<file path="config.mk">
export PLATFORM = sky130hd
export DESIGN_NAME = alu_seq
export DESIGN_NICKNAME = d
export VERILOG_FILES = /design/src/rtl/alu_pkg.sv /design/src/rtl/adder_w.sv /design/src/rtl/alu_seq.sv
export SDC_FILE = /design/constraint.sdc
export NUM_CORES = 1
export LEC_CHECK = 0
export ABC_AREA = 1
export ABC_CLOCK_PERIOD_IN_PS = 5560
export BUFFER_PORTS_ARGS = -buffer_cell sky130_fd_sc_hd__buf_2
export CORE_MARGIN = 2
export CORE_UTILIZATION = 48
export CTS_CLUSTER_DIAMETER = 150
export DETAILED_ROUTE_END_ITERATION = 10
export PLACE_DENSITY = 0.63
export SETUP_SLACK_MARGIN = 0.5
export SYNTH_ARGS = -nofsm -noshare
export SYNTH_HDL_FRONTEND = slang
export SYNTH_SLANG_ARGS = --single-unit
</file>
<file path="constraint.sdc">
create_clock -name clk -period 5.56 [get_ports clk]
set_input_delay 0.278 -clock clk [delete_from_list [all_inputs] [get_ports clk]]
set_output_delay 0.278 -clock clk [all_outputs]
set_load 0.05 [all_outputs]
</file>
<file path="src/rtl/alu_pkg.sv">
// alu_pkg: opcode constants and controller state encoding shared by the
// sequential ALU and anything that drives or checks it.
package alu_pkg;

   localparam logic [3:0] OP_ADD     = 4'd0;
   localparam logic [3:0] OP_ABSDIFF = 4'd1;
   localparam logic [3:0] OP_GT      = 4'd2;
   localparam logic [3:0] OP_OR      = 4'd3;
   localparam logic [3:0] OP_AND     = 4'd4;
   localparam logic [3:0] OP_SUB     = 4'd5;
   localparam logic [3:0] OP_XOR     = 4'd6;
   localparam logic [3:0] OP_MUL     = 4'd7;
   localparam logic [3:0] OP_SHL     = 4'd8;
   localparam logic [3:0] OP_SHR     = 4'd9;

   typedef enum logic [1:0] {
      IDLE = 2'd0,
      MUL  = 2'd1,
      DONE = 2'd2
   } state_t;

endpackage

</file>
<file path="src/rtl/adder_w.sv">
// adder_w: WIDTH-bit ripple-style adder with carry in/out.
//   a, b  : addends
//   cin   : carry in
//   sum   : low WIDTH bits of a + b + cin
//   cout  : carry out of the top bit
module adder_w #(
   parameter int WIDTH = 8
) (
   input  logic [WIDTH-1:0] a,
   input  logic [WIDTH-1:0] b,
   input  logic             cin,
   output logic [WIDTH-1:0] sum,
   output logic             cout
);

   assign {cout, sum} = {1'b0, a} + {1'b0, b} + {{WIDTH{1'b0}}, cin};

endmodule

</file>
<file path="src/rtl/alu_seq.sv">
// alu_seq: ALU with valid/ready handshakes on both sides.
//   Single-cycle ops return a result one cycle after accept; MUL runs an
//   iterative shift-add over WIDTH cycles and then holds the result in DONE.
//   clk, rst             : clock, asynchronous active-high reset
//   in_valid/in_ready    : operand handshake (in1, in2, opcode)
//   out_valid/out_ready  : result handshake (result, zero, carry)
module alu_seq
   import alu_pkg::*;
#(
   parameter int WIDTH  = 8,
   parameter int MUL_EN = 1
) (
   input  logic             clk,
   input  logic             rst,
   input  logic             in_valid,
   output logic             in_ready,
   input  logic [WIDTH-1:0] in1,
   input  logic [WIDTH-1:0] in2,
   input  logic [3:0]       opcode,
   output logic             out_valid,
   input  logic             out_ready,
   output logic [WIDTH-1:0] result,
   output logic             zero,
   output logic             carry
);

   localparam int             SH_W  = $clog2(WIDTH);
   localparam logic [WIDTH-1:0] ZEROS = {WIDTH{1'b0}};
   localparam logic [WIDTH-1:0] ONES  = {WIDTH{1'b1}};
   localparam logic [WIDTH-1:0] ONE   = {{(WIDTH-1){1'b0}}, 1'b1};
   localparam logic [WIDTH-1:0] LAST  = WIDTH'(WIDTH - 1);

   state_t             state_r;
   logic [WIDTH-1:0]   mcand_r;
   logic [2*WIDTH-1:0] prod_r;
   logic [WIDTH-1:0]   cnt_r;

   logic               is_sub_s;
   logic [WIDTH-1:0]   add_b_s;
   logic [WIDTH-1:0]   add_sum_s;
   logic               add_cout_s;
   logic [WIDTH-1:0]   mul_b_s;
   logic [WIDTH-1:0]   mul_sum_s;
   logic               mul_cout_s;
   logic [2*WIDTH-1:0] prod_next_s;
   logic [WIDTH-1:0]   alu_res_s;
   logic               alu_carry_s;
   logic               accept_s;
   logic               start_mul_s;

   assign in_ready = (state_r == IDLE) && (!out_valid || out_ready);
   assign accept_s = in_valid && in_ready;
   assign start_mul_s = (opcode == OP_MUL) && (MUL_EN != 0);

   // Every opcode except ADD runs the shared adder as in1 - in2 (b inverted, cin=1).
   assign is_sub_s = (opcode != OP_ADD);
   assign add_b_s  = is_sub_s ? ~in2 : in2;

   adder_w #(.WIDTH(WIDTH)) u_addsub (
      .a    (in1),
      .b    (add_b_s),
      .cin  (is_sub_s),
      .sum  (add_sum_s),
      .cout (add_cout_s)
   );

   // Right-shifting shift-add: the upper half accumulates the multiplicand
   // when the current multiplier bit (prod_r[0]) is set, then all shifts right.
   assign mul_b_s = prod_r[0] ? mcand_r : ZEROS;

   adder_w #(.WIDTH(WIDTH)) u_mulstep (
      .a    (prod_r[2*WIDTH-1:WIDTH]),
      .b    (mul_b_s),
      .cin  (1'b0),
      .sum  (mul_sum_s),
      .cout (mul_cout_s)
   );

   assign prod_next_s = {mul_cout_s, mul_sum_s, prod_r[WIDTH-1:1]};

   // Single-cycle result and carry for the opcode currently presented.
   always_comb begin
      alu_res_s   = ZEROS;
      alu_carry_s = 1'b0;
      case (opcode)
         OP_ADD: begin
            alu_res_s   = add_sum_s;
            alu_carry_s = add_cout_s;
         end
         // No borrow means in1 >= in2; otherwise negate the wrapped difference.
         OP_ABSDIFF: alu_res_s = add_cout_s ? add_sum_s : (~add_sum_s + ONE);
         OP_GT:      alu_res_s = (add_cout_s && (add_sum_s != ZEROS)) ? ONES : ZEROS;
         OP_OR:      alu_res_s = in1 | in2;
         OP_AND:     alu_res_s = in1 & in2;
         OP_SUB: begin
            alu_res_s   = add_sum_s;
            alu_carry_s = ~add_cout_s;
         end
         OP_XOR:     alu_res_s = in1 ^ in2;
         OP_SHL:     alu_res_s = in1 << in2[SH_W-1:0];
         OP_SHR:     alu_res_s = in1 >> in2[SH_W-1:0];
         default: begin
            alu_res_s   = ZEROS;
            alu_carry_s = 1'b0;
         end
      endcase
   end

   // Controller FSM with registered result, flags and multiplier state.
   always_ff @(posedge clk or posedge rst) begin
      if (rst) begin
         state_r   <= IDLE;
         out_valid <= 1'b0;
         result    <= ZEROS;
         zero      <= 1'b0;
         carry     <= 1'b0;
         mcand_r   <= ZEROS;
         prod_r    <= {2*WIDTH{1'b0}};
         cnt_r     <= ZEROS;
      end else begin
         case (state_r)
            IDLE: begin
               if (accept_s && start_mul_s) begin
                  state_r   <= MUL;
                  mcand_r   <= in1;
                  prod_r    <= {ZEROS, in2};
                  cnt_r     <= ZEROS;
                  out_valid <= 1'b0;
               end else if (accept_s) begin
                  result    <= alu_res_s;
                  zero      <= (alu_res_s == ZEROS);
                  carry     <= alu_carry_s;
                  out_valid <= 1'b1;
               end else if (out_ready) begin
                  out_valid <= 1'b0;
               end else begin
                  out_valid <= out_valid;
               end
            end
            MUL: begin
               prod_r <= prod_next_s;
               cnt_r  <= cnt_r + ONE;
               if (cnt_r == LAST) begin
                  state_r   <= DONE;
                  result    <= prod_next_s[WIDTH-1:0];
                  zero      <= (prod_next_s[WIDTH-1:0] == ZEROS);
                  carry     <= |prod_next_s[2*WIDTH-1:WIDTH];
                  out_valid <= 1'b1;
               end else begin
                  state_r <= MUL;
               end
            end
            // Handoff cycle returns to IDLE; in_ready is low here so nothing is accepted.
            DONE: begin
               if (out_ready) begin
                  state_r   <= IDLE;
                  out_valid <= 1'b0;
               end else begin
                  state_r <= DONE;
               end
            end
            default: begin
               state_r   <= IDLE;
               out_valid <= 1'b0;
            end
         endcase
      end
   end

endmodule

</file>
==> impl_metrics.ini, run 1 <==
[cts]
root_buffer = clkbuf_8
cts_inserted_buffers = 5
cts_sinks = 45
cts-resized-gates = 0
clock_latency_ns = 0.30
cts_tree = yes
clock_path_buffers = 2
path_clk_slew_ns = 0.08
htree_levels = 2
post-cts-setup-buffers = 0
cts_hold_buf = 0

[route]
finalWirelength_um = 11400
dr.pass1.iters = 5
via_per_inst = 5.45
vias = 4098
detail_route.wl_per_cell_um = 15.2
drt_iter0_markers = 216
ant_nets = 0
drc = 0

[synthesis]
yosysMostFrequentCell = nand2_1
synth_top_cell_area_share = 0.273
syn_area_per_cell_um2 = 6.70
syn_area_um2 = 4130
synth_seq_cells = 45
synth_flop_cell = dfrtp_1
ys_seq_area_frac = 0.273
yosys.area.top_type = dfrtp_1
synthTopCellsByArea = dfrtp_1, nand2_1, ha_1, inv_1, o21ai_0
yosys_warnings = 0
ys_types = 44
synth_nets = 677
synthTopCellsByCount = nand2_1, inv_1, o21ai_0
synthesis.instances = 616
synth_edf_count = 0
ys_async_sr_fraction = 1.00

[setup_path]
endpoint_kind = flop
crit_arrival_ns = 3.14
start_kind = flop
critPathKind = reg -> reg
cp_max_fo = 27
reg2reg_from = out_valid$_DFFE_PP0N_
critical_path_required_ns = 5.76
cp-startpoint = out_valid$_DFFE_PP0N_

[final_layout]
layout.nets = 707
fin_cells = 752
syn_to_final_growth_pct = 8.75
multiInputGateArea_um2 = 2570
regArea_um2 = 1130
fillers = 841
n_antenna_cell = 0
drive_gt1_frac = 0.105
finish.instance_area_um2 = 4490

[sta]
skew_ns = 0.00561
hold_viol = 0
fin_crit_ns = 2.94
min_period_over_period = 0.528
final_max_slew_viol_count = 0
relSlewSlack = 0.363
rsz0062_at_grt = no
tightest_slew_ns = 0.952
finalSetupTns_ns = 0
finalSetupViolCount = 0
whs_ns = 0.175
fmax_mhz = 340

[pwr]
power.density_nw_per_um2 = 380
finalPower_mw = 1.71
ir_drop_mv = 0.154
p_leak_nw = 2.42

[global_route]
antenna_found_initial = 0
grt_pass1_vias = 4013
grt_pass1_wl_um = 19200
grt_overflow_total = 0
track_usage = 0.249
grt_max_degree = 46

[floorplanning]
core_um2 = 8300
core.rowCount = 33
io-pin-count = 36
die_h_um = 96.8
initial_core_util = 0.498
die_w_um = 96.8
die_area_um2 = 9360

[flow_run]
drv_cap = 0

[place]
numPortBuffers = 35
place_area_um2 = 4380
placedCellCount = 744
dp_hpwl_um = 9070
gp_congestion = 0.971

[min_path]
hold_path.class = in -> async

[outcome]
outcome = finished clean
where the power goes:
group / total [mW] / switching [mW] / internal, mW
clock: 0.255 / 0.108 / 0.146
sequential: 0.552 / 0.0899 / 0.462
combinational: 0.902 / 0.625 / 0.277
total: 1.71 / 0.823 / 0.886
area by class of cell:
class | count | share of cell area
inverter | 98 | 0.0819
sequential | 45 | 0.251
multi-input combinational | 460 | 0.572
tap | 105 | 0.0292
clock buffer | 7 | 0.0192
timing repair buffer | 36 | 0.0407
clock inverter | 1 | 0.00669
cells in the final DEF (no fill, tap or decap), types with 5 or more instances in the layout:
cell,count
clkbuf_8,6
nor3_1,5
o21ai_0,51
xor2_1,8
nand2_2,9
ha_1,35
o211ai_1,7
nand4_1,6
nand2_1,161
nand3_1,44
a21oi_1,24
nand3_2,5
nor2_1,49
buf_2,35
inv_1,95
dfrtp_1,45
a31oi_1,8
state kept, by name, summed over array words and instances (netlist names):
signal	flops
state_r	2
out_valid	1
carry	1
mcand_r	8
zero	1
cnt_r	8
result	8
prod_r	16
final timing paths:
check | end | slack (ns) | cells past startpoint
min in group clk | state_r[1]$_DFFE_PP0P_ | 0.20 | 2
setup reg to reg | prod_r[3]$_DFFE_PP0P_ | 2.62 | 10
max in group asynchronous | out_valid$_DFFE_PP0N_ | 4.81 | 2
setup / recovery | prod_r[3]$_DFFE_PP0P_ | 2.62 | 10
hold reg to reg | cnt_r[7]$_DFFE_PP0P_ | 0.47 | 1
hold / removal | prod_r[11]$_DFFE_PP0P_ | 0.18 | 2
per-stage QoR:
stage,utilization,worst slack [ns]
finish,0.541,2.62
global route,0.541,2.21
CTS,0.541,2.60
floorplan,-,2.68
detailed placement,0.527,2.45
global placement,0.527,2.57
per-layer routing:
| metal | wire [um] | part of all wire | GRT usage | up-vias |
|---|---|---|---|---|
| li1 | - | - | - | 2073 |
| met1 | 5020 | 0.44 | 0.315 | 1871 |
| met2 | 5450 | 0.48 | 0.430 | 128 |
| met4 | 435 | 0.038 | 0.107 | 0 |
| met3 | 503 | 0.044 | 0.0253 | 26 |
| met5 | 0 | 0 | 0 | - |
critical path: stages, from the launching register on:
cell and delay, ns:
dfrtp_1 0.36, inv_1 0.04, nor2_1 0.17, nor3_1 0.08, nand2_1 0.06, inv_1 0.05
nand2_1 0.59, inv_1 0.13, nor2_1 0.75, inv_1 0.35, o221ai_1 0.25
cells by family (layout without fill, tap and decap cells):
kind of cell,count (synthesis),count (layout),synth area share
buf+inv,111,142,0.106
flops,45,45,0.273
xor+xnor,12,12,0.0254
fa+ha+maj,37,37,0.116
simple gates,293,293,0.314
compound gates,118,118,0.167
(Power assumes the default switching activity.)
==> run 2, diff against run 1 <==
- ABC_CLOCK_PERIOD_IN_PS: 5560 -> 2500
- PLACE_DENSITY: 0.63 -> 0.66
- clock period: 5.56 -> 2.5 ns (I/O delays scaled with it)
==> run 2 against run 1 <==
Against the previous run: clock skew up 0.0027 ns; clock-buffer cell count down 1; sequential power up 120%; wire length up 12%; setup slack worse by 2.5 ns.
==> impl_metrics.ini, run 2 (same netlist as run 1, synthesis figures left out) <==
[final_layout]
largest_register_ffs = 16
fillers = 714
layout.nets = 764
drive_gt1_frac = 0.283
layout_common_cells = nand2_1, inv_1, buf_4, dfrtp_1
largest_register = prod_r
multiInputGateArea_um2 = 3080
syn_to_final_growth_pct = 32.8
regArea_um2 = 1130
finish.instance_area_um2 = 5490
final_common_cell = nand2_1
n_antenna_cell = 0

[route]
ant_nets = 0
vias = 4435
drc = 0
via_per_inst = 5.48
dr_wl_met2_um = 6570
detail_route.wl_per_cell_um = 15.8
dr_wl_met3_um = 607
finalWirelength_um = 12700
drt_iter0_markers = 190
top_layer = met4
met1Wirelength_um = 5090
dr.pass1.iters = 5

[place]
numPortBuffers = 35
dp_hpwl_um = 9560
gp_congestion = 0.951
place_area_um2 = 4730

[cts]
cts_inserted_buffers = 5
cts_sinks = 45
clock_path_buffers = 2
root_buffer = clkbuf_8
cts_tree = yes
path_clk_slew_ns = 0.09
clock_latency_ns = 0.30
htree_levels = 2

[sta]
final_max_slew_viol_count = 0
skew_ns = 0.00832
fmax_mhz = 425
hold_viol = 0
min_period_over_period = 0.942
tightest_slew_ns = 0.709
finalSetupTns_ns = 0
rsz0062_at_grt = yes
whs_ns = 0.0356
finalSetupViolCount = 0
fin_crit_ns = 2.35
relSlewSlack = 0.525

[floorplanning]
core.rowCount = 33
initial_core_util = 0.498
io-pin-count = 36
die_area_um2 = 9360
die_w_um = 96.8
core_um2 = 8300
die_h_um = 96.8

[pwr]
ir_drop_mv = 0.366
p_leak_nw = 2.78
finalPower_mw = 4.33
power.density_nw_per_um2 = 790

[global_route]
grt_overflow_total = 0
grt_pass1_vias = 4334
grt_pass1_wl_um = 20700
antenna_found_initial = 0
track_usage = 0.269
grt_max_degree = 27

[setup_path]
start_kind = input port
cp_max_fo = 5
reg2reg_from = prod_r[0]$_DFFE_PP0P_
critPathKind = in -> reg
crit_arrival_ns = 2.59
critical_path_required_ns = 2.74
endpoint_kind = flop
cp-startpoint = opcode[2]

[outcome]
outcome = finished clean

[min_path]
worstHoldStart = out_ready
hold_path.class = in -> reg

[flow_run]
drv_cap = 0
==> run 2: per-stage QoR <==
stage	cells	util	setup slack, ns
floorplan	616	-	0.191
global placement	781	0.570	-0.0881
detailed placement	781	0.570	-0.122
CTS	799	0.624	0.134
global route	809	0.661	-0.0292
finish	809	0.661	0.146
==> run 2: power breakdown <==
group,switching (mW),internal (mW),total (mW)
clock network,0.247,0.297,0.544
registers,0.214,1.03,1.24
logic,1.61,0.937,2.55
total,2.07,2.26,4.33
==> run 2: critical path, cell delays in order <==
cell     delay [ns]
buf_8          0.10
nor2_4         0.18
nand2_8        0.12
xor2_4         0.18
fa_2           0.46
inv_2          0.09
buf_4          0.12
nand3_2        0.09
nor2_1         0.15
nand3_1        0.14
nand2_2        0.11
nand2_1        0.06
nand3_1        0.07
nand2_1        0.10
nor2_2         0.15
nand3_2        0.08
nor2_1         0.10
nor2_1         0.05
nor2_1         0.10
==> run 2: final timing paths <==
kind | to | slack, ns | cells past startpoint
setup / recovery | zero$_DFFE_PP0P_ | 0.15 | 19
min in group asynchronous | prod_r[14]$_DFFE_PP0P_ | 0.41 | 3
max in group asynchronous | prod_r[10]$_DFFE_PP0P_ | 1.42 | 4
setup reg to reg | carry$_DFFE_PP0P_ | 0.22 | 16
hold / removal | state_r[1]$_DFFE_PP0P_ | 0.04 | 2
hold reg to reg | result[0]$_DFFE_PP0P_ | 0.49 | 2
==> run 2: timing repair <==
action,4_1_cts,5_1_grt
setup buffers,8,10
hold buffers,1,0
pin swaps,36,47
gates cloned,1,0
hold endpoints to repair,25,0
setup endpoints to repair,13,13
resized for setup,59,47
==> run 2: routing by layer <==
metal	track usage	up-vias
li1	-	2175
met1	0.329	2082
met2	0.487	145
met3	0.0188	33
met4	0.114	0
met5	0	-
==> run 2: cell type report <==
class,count,share of cell area
sequential,45,0.206
tap,105,0.0240
multi-input combinational,461,0.561
timing repair buffer,92,0.121
inverter,98,0.0684
clock inverter,2,0.00639
clock buffer,6,0.0132
